$ cat config.mk
export PLATFORM = sky130hd
export DESIGN_NAME = counter_job_sequencer_flat
export DESIGN_NICKNAME = d
export VERILOG_FILES = /design/src/rtl/counter_job_sequencer_if.sv /design/src/rtl/counter_job_sequencer.sv /design/src/flat_wrapper.sv
export SDC_FILE = /design/constraint.sdc
export NUM_CORES = 1
export LEC_CHECK = 0
export CORE_UTILIZATION = 30
export DETAILED_ROUTE_END_ITERATION = 10
export PLACE_DENSITY = 0.57
export SYNTH_ARGS = -nofsm -noshare
export SYNTH_HDL_FRONTEND = slang
export SYNTH_SLANG_ARGS = --single-unit
$ cat constraint.sdc
create_clock -name clock -period 2.43 [get_ports clock]
set_clock_uncertainty 0.2 [all_clocks]
set_input_delay 0.486 -clock clock [delete_from_list [all_inputs] [get_ports clock]]
set_output_delay 0.486 -clock clock [all_outputs]
set_load 0.02 [all_outputs]
$ cat src/rtl/counter_job_sequencer_if.sv
// Job/counter/completion signal bundle for counter_job_sequencer.
// slave modport: the sequencer itself; master modport: requesters, counter and completion sink.
interface counter_job_sequencer_if #(
  parameter int unsigned WIDTH = 32
);
  logic             req0_valid;
  logic [WIDTH-1:0] req0_load;
  logic             req0_ready;
  logic             req1_valid;
  logic [WIDTH-1:0] req1_load;
  logic             req1_ready;
  logic [WIDTH-1:0] cnt_in;
  logic             cnt_latch;
  logic             cnt_dec;
  logic             cnt_zero;
  logic             done_valid;
  logic             done_id;
  logic [WIDTH-1:0] done_cycles;
  logic             done_err;
  logic             busy;

  modport slave (
    input  req0_valid, req0_load, req1_valid, req1_load, cnt_zero,
    output req0_ready, req1_ready, cnt_in, cnt_latch, cnt_dec,
           done_valid, done_id, done_cycles, done_err, busy
  );

  modport master (
    output req0_valid, req0_load, req1_valid, req1_load, cnt_zero,
    input  req0_ready, req1_ready, cnt_in, cnt_latch, cnt_dec,
           done_valid, done_id, done_cycles, done_err, busy
  );
endinterface

$ cat src/rtl/counter_job_sequencer.sv
// counter_job_sequencer: round-robin arbiter for two count-job requesters that
// loads the shared down-counter, decrements it to zero and reports the number
// of decrement cycles issued.
// Optional watchdog: define CNT_SEQ_TIMEOUT_EN to abort RUN after TMO_CYCLES
// decrements (done_err=1); otherwise done_err is tied low.
module counter_job_sequencer #(
  parameter int unsigned WIDTH      = 32,
  parameter int unsigned TMO_CYCLES = 4096
) (
  input logic                    clock,
  input logic                    reset,
  counter_job_sequencer_if.slave bus
);

  typedef enum logic [2:0] {
    S_IDLE,
    S_LOAD,
    S_SETTLE,
    S_RUN,
    S_DONE
  } state_t;

  state_t           state;
  logic             rr_ptr;
  logic             job_id;
  logic [WIDTH-1:0] cycles;
  logic             grant1;
  logic             accept;
  logic             tmo_hit;
  logic             dec;

  // Arbitration: a lone valid wins, a tie goes to the round-robin pointer.
  always_comb begin
    grant1 = bus.req1_valid & (~bus.req0_valid | rr_ptr);
    accept = (state == S_IDLE) & (grant1 ? bus.req1_valid : bus.req0_valid);
  end

  // Ready is only offered in IDLE, and only to the granted requester.
  always_comb begin
    bus.req0_ready = (state == S_IDLE) & ~grant1;
    bus.req1_ready = (state == S_IDLE) & grant1;
  end

`ifdef CNT_SEQ_TIMEOUT_EN
  localparam logic [WIDTH-1:0] TMO_LIMIT = WIDTH'(TMO_CYCLES);

  // Watchdog fires once TMO_LIMIT decrements have been issued without reaching zero.
  always_comb tmo_hit = (state == S_RUN) & ~bus.cnt_zero & (cycles == TMO_LIMIT);
`else
  // No watchdog in this build: RUN waits on cnt_zero indefinitely.
  always_comb tmo_hit = 1'b0;

  // Abort flag never raised without the watchdog.
  always_comb bus.done_err = 1'b0;
`endif

  // dec must follow cnt_zero in the same cycle so the counter never wraps,
  // hence it is decoded from state rather than registered.
  always_comb begin
    dec         = (state == S_RUN) & ~bus.cnt_zero & ~tmo_hit;
    bus.cnt_dec = dec;
    bus.busy    = (state != S_IDLE);
  end

  // Sequencer FSM with registered latch/in/done outputs.
  always_ff @(posedge clock) begin
    if (reset) begin
      state           <= S_IDLE;
      rr_ptr          <= 1'b0;
      job_id          <= 1'b0;
      cycles          <= '0;
      bus.cnt_in      <= '0;
      bus.cnt_latch   <= 1'b0;
      bus.done_valid  <= 1'b0;
      bus.done_id     <= 1'b0;
      bus.done_cycles <= '0;
`ifdef CNT_SEQ_TIMEOUT_EN
      bus.done_err    <= 1'b0;
`endif
    end else begin
      bus.done_valid <= 1'b0;
      case (state)
        S_IDLE: begin
          if (accept) begin
            job_id        <= grant1;
            rr_ptr        <= ~grant1;
            cycles        <= '0;
            bus.cnt_in    <= grant1 ? bus.req1_load : bus.req0_load;
            bus.cnt_latch <= 1'b1;
            state         <= S_LOAD;
          end
        end
        S_LOAD: begin
          bus.cnt_latch <= 1'b0;
          state         <= S_SETTLE;
        end
        S_SETTLE: begin
          state <= S_RUN;
        end
        S_RUN: begin
          if (dec && (cycles != '1)) begin
            cycles <= cycles + 1'b1;
          end
          if (bus.cnt_zero || tmo_hit) begin
            bus.done_valid  <= 1'b1;
            bus.done_id     <= job_id;
            bus.done_cycles <= cycles;
`ifdef CNT_SEQ_TIMEOUT_EN
            bus.done_err    <= tmo_hit;
`endif
            state           <= S_DONE;
          end
        end
        S_DONE: begin
          state <= S_IDLE;
        end
        default: begin
          state <= S_IDLE;
        end
      endcase
    end
  end

endmodule
$ cat src/flat_wrapper.sv
// flat-port wrapper written by rule: the top's interface ports become plain ports
module counter_job_sequencer_flat 
#(
  parameter int unsigned WIDTH      = 32,
  parameter int unsigned TMO_CYCLES = 4096
)
  (clock, reset, bus_req0_valid, bus_req0_load, bus_req1_valid, bus_req1_load, bus_cnt_zero, bus_req0_ready, bus_req1_ready, bus_cnt_in, bus_cnt_latch, bus_cnt_dec, bus_done_valid, bus_done_id, bus_done_cycles, bus_done_err, bus_busy);
  counter_job_sequencer_if #(.WIDTH(WIDTH)) bus_i ();
  input logic clock;
  input logic reset;
  input wire logic [$bits(bus_i.req0_valid)-1:0] bus_req0_valid;
  input wire logic [$bits(bus_i.req0_load)-1:0] bus_req0_load;
  input wire logic [$bits(bus_i.req1_valid)-1:0] bus_req1_valid;
  input wire logic [$bits(bus_i.req1_load)-1:0] bus_req1_load;
  input wire logic [$bits(bus_i.cnt_zero)-1:0] bus_cnt_zero;
  output wire logic [$bits(bus_i.req0_ready)-1:0] bus_req0_ready;
  output wire logic [$bits(bus_i.req1_ready)-1:0] bus_req1_ready;
  output wire logic [$bits(bus_i.cnt_in)-1:0] bus_cnt_in;
  output wire logic [$bits(bus_i.cnt_latch)-1:0] bus_cnt_latch;
  output wire logic [$bits(bus_i.cnt_dec)-1:0] bus_cnt_dec;
  output wire logic [$bits(bus_i.done_valid)-1:0] bus_done_valid;
  output wire logic [$bits(bus_i.done_id)-1:0] bus_done_id;
  output wire logic [$bits(bus_i.done_cycles)-1:0] bus_done_cycles;
  output wire logic [$bits(bus_i.done_err)-1:0] bus_done_err;
  output wire logic [$bits(bus_i.busy)-1:0] bus_busy;
  assign bus_i.req0_valid = bus_req0_valid;
  assign bus_i.req0_load = bus_req0_load;
  assign bus_i.req1_valid = bus_req1_valid;
  assign bus_i.req1_load = bus_req1_load;
  assign bus_i.cnt_zero = bus_cnt_zero;
  assign bus_req0_ready = bus_i.req0_ready;
  assign bus_req1_ready = bus_i.req1_ready;
  assign bus_cnt_in = bus_i.cnt_in;
  assign bus_cnt_latch = bus_i.cnt_latch;
  assign bus_cnt_dec = bus_i.cnt_dec;
  assign bus_done_valid = bus_i.done_valid;
  assign bus_done_id = bus_i.done_id;
  assign bus_done_cycles = bus_i.done_cycles;
  assign bus_done_err = bus_i.done_err;
  assign bus_busy = bus_i.busy;
  counter_job_sequencer #(.WIDTH(WIDTH), .TMO_CYCLES(TMO_CYCLES)) u_core (.clock(clock), .reset(reset), .bus(bus_i));
endmodule
==> results.json <==
{
  "grt_pass1_wl_mm": 23.0,
  "cpPeakStageDelay_ns": 0.54,
  "synth_warnings": 0,
  "cp.required_ns": 2.49,
  "cp_max_fo": 6,
  "wl_per_cell_um": 14.7,
  "ant_nets": 0,
  "worstRegToRegCells": 6,
  "core_um2": 15300,
  "setup_tns_ns": 0,
  "dp_cells": 947,
  "grt_pass1_vias": 4789,
  "ys_async_sr_fraction": 0,
  "clockBufferDepth": 2,
  "grtUsageTotal": 0.179,
  "cpMaxStageDelayCell": "or4_4",
  "rsz0062_at_grt": "false",
  "fmax_mhz": 430,
  "hold_depth": 2,
  "pre_cts_ws_ns": -0.308,
  "dp_hpwl_mm": 10.3,
  "ir_drop_uv": 354,
  "worstSetupStartpointType": "flop",
  "clk_pin_slew_ns": 0.07,
  "status": "completed",
  "period_needed_ns": 2.33,
  "finalPower_mw": 4.35,
  "start_util": 0.308,
  "nets": 822,
  "path_buf_inv": 1,
  "syn_nets": 644,
  "num_vias": 4932,
  "syn_area_um2": 4700,
  "syn_avg_cell_area_um2": 8.18,
  "ys_seq_elements": 104,
  "row_count": 45,
  "p_leak_nw": 2.54,
  "netlist.area_leader.share": 0.443,
  "cp.depth": 6,
  "worst-setup-path-type": "reg2reg",
  "drtIter0Drc": 241,
  "portBuffers": 139,
  "overflow": 0,
  "synth.area.top_cells": "dfxtp_1 (44%), nand2_1 (10%), a21oi_1 (6.3%), a311oi_1 (5.6%), nor2_1 (4.1%)",
  "die-height_um": 127,
  "slew_violations": 0,
  "num_antenna_cells": 0,
  "setup_viol": 0,
  "area_growth_syn_to_layout_pct": 51.1,
  "synth_flop_cell": "dfxtp_1",
  "synth_edf_count": 0,
  "drt-total-wl_mm": 14.3,
  "post-route-drc-count": 0,
  "crit_family": "simple AND/OR/NAND/NOR gates",
  "clk_latency_ns": 0.35,
  "die-area_um2": 16200,
  "hold_viol": 0,
  "cap_viol_max_count": 0,
  "synthTopCellsByCount": "nand2_1 (129), dfxtp_1 (104), a21oi_1 (59)",
  "cts_tree": "done",
  "synth_cells": 574,
  "ys_types": 57,
  "io_pins": 141,
  "hold_class": "reg2reg",
  "htree_levels": 3,
  "finalWorstSetupSlack_ns": 0.102,
  "die_x_um": 127,
  "arrival_ns": 2.39,
  "fin_cells": 968,
  "root_buffer": "clkbuf_16",
  "synth_top_area_cell": "dfxtp_1",
  "antenna_found_initial": 0,
  "yosysMostFrequentCell": "nand2_1",
  "vias_per_cell": 5.10,
  "gp_routability_congestion": 0.872,
  "numCtsBuffers": 9,
  "grt_max_degree": 43,
  "drive_above_1_share": 0.156,
  "synth-seq-area-share": 0.443,
  "power_density_nw_per_um2": 613,
  "endpoint_kind": "flop",
  "worstPathCellList": "nand4_1, or4_4, o31ai_4, nand2_4, buf_4, a311oi_2",
  "drt-pass1-iter-count": 4,
  "fin_crit_sh": 0.958,
  "clock-sinks": 104
}
power breakdown:
group / internal [mW] / switching [mW]
clock: 1.04 / 0.670
combinational: 0.390 / 0.427
sequential: 1.78 / 0.0421
stage by stage:
step                      utilization  area, um2  hold WS [ns]
after CTS                       0.462       7060         0.257
after global placement          0.439       6690         0.244
final                           0.465       7100         0.254
after detailed placement        0.439       6690         0.247
after floorplan                     -       4700         0.232
after global routing            0.465       7100         0.276
kinds of logic (layout without fill, tap and decap cells):
kind of cell,Yosys count,after routing,synth area share
other,1,1,0.000798
DFF,104,104,0.443
buffers and inverters,53,236,0.0461
and+or+nand+nor,243,243,0.240
adders and majority gates,1,1,0.00266
AOI/OAI and AO/OA,172,172,0.267
state kept, by name (all words and copies together), names as in the netlist:
name,count
u_core.bus.cnt_latch,1
u_core.rr_ptr,1
u_core.bus.done_cycles,32
u_core.bus.done_valid,1
u_core.state,3
u_core.job_id,1
u_core.bus.cnt_in,32
u_core.bus.done_id,1
u_core.cycles,32
per-layer routing:
metal	share of wire	track usage	up-vias
li1	-	-	2439
met2	0.47	0.299	152
met3	0.070	0.0540	20
met4	0.018	0.0854	0
met1	0.44	0.210	2321
met5	0	0	-
layout by cell type, fill, tap and decap left out, drive strengths merged, types with 2 or more instances in the layout:
cell type | netlist | layout
a211oi | 6 | 6
a21oi | 59 | 59
a22oi | 11 | 11
a2bb2oi | 11 | 11
a311oi | 36 | 36
a31oi | 10 | 10
a32o | 2 | 2
a41oi | 7 | 7
and2 | 6 | 6
and3 | 7 | 7
buf | 13 | 75
bufinv | 0 | 3
clkbuf | 32 | 11
clkdlybuf4s50 | 0 | 134
dfxtp | 104 | 104
dlygate4sd2 | 0 | 2
inv | 8 | 9
nand2 | 130 | 130
nand2b | 3 | 3
nand3 | 11 | 11
nand4 | 6 | 6
nand4b | 4 | 4
nor2 | 52 | 52
nor3 | 7 | 7
nor4 | 4 | 4
o211ai | 2 | 2
o21a | 3 | 3
o21ai | 6 | 6
o31a | 2 | 2
o31ai | 9 | 9
or2 | 2 | 2
or3 | 3 | 3
or4 | 3 | 3
path summary, 6_finish.rpt:
check / startpoint / slack, ns / endpoint
setup / recovery: u_core.cycles[19]$_SDFFE_PP0P_ / 0.10 / u_core.cycles[26]$_SDFFE_PP0P_
hold / removal: u_core.bus.done_cycles[16]$_SDFFE_PP0P_ / 0.25 / u_core.bus.done_cycles[16]$_SDFFE_PP0P_
setup reg to reg: u_core.cycles[19]$_SDFFE_PP0P_ / 0.10 / u_core.cycles[26]$_SDFFE_PP0P_
hold reg to reg: u_core.bus.done_cycles[16]$_SDFFE_PP0P_ / 0.25 / u_core.bus.done_cycles[16]$_SDFFE_PP0P_
final cells by class:
class,count,area [um2]
clock buffers,10,239
clock inverters,6,115
fillers,1496,8160
inverters,8,30.0
multi-input cells,417,2430
flip-flops and latches,104,2080
well taps,211,264
repair buffers,212,1940
worst register-to-register path, cell delays in order (launching register included):
cell and delay [ns]:
dfxtp_1 0.41, nand4_1 0.17, or4_4 0.54, o31ai_4 0.35
nand2_4 0.13, buf_4 0.20, a311oi_2 0.24
timing repair:
item                                   4_1_cts  5_1_grt
setup endpoints to repair                   10        9
resized for setup                            8        4
endpoints found under the hold margin        0        0
pin swaps                                    1        2
hold buffers                                 0        0
buffers inserted                             1        4
(Power assumes the default switching activity.)
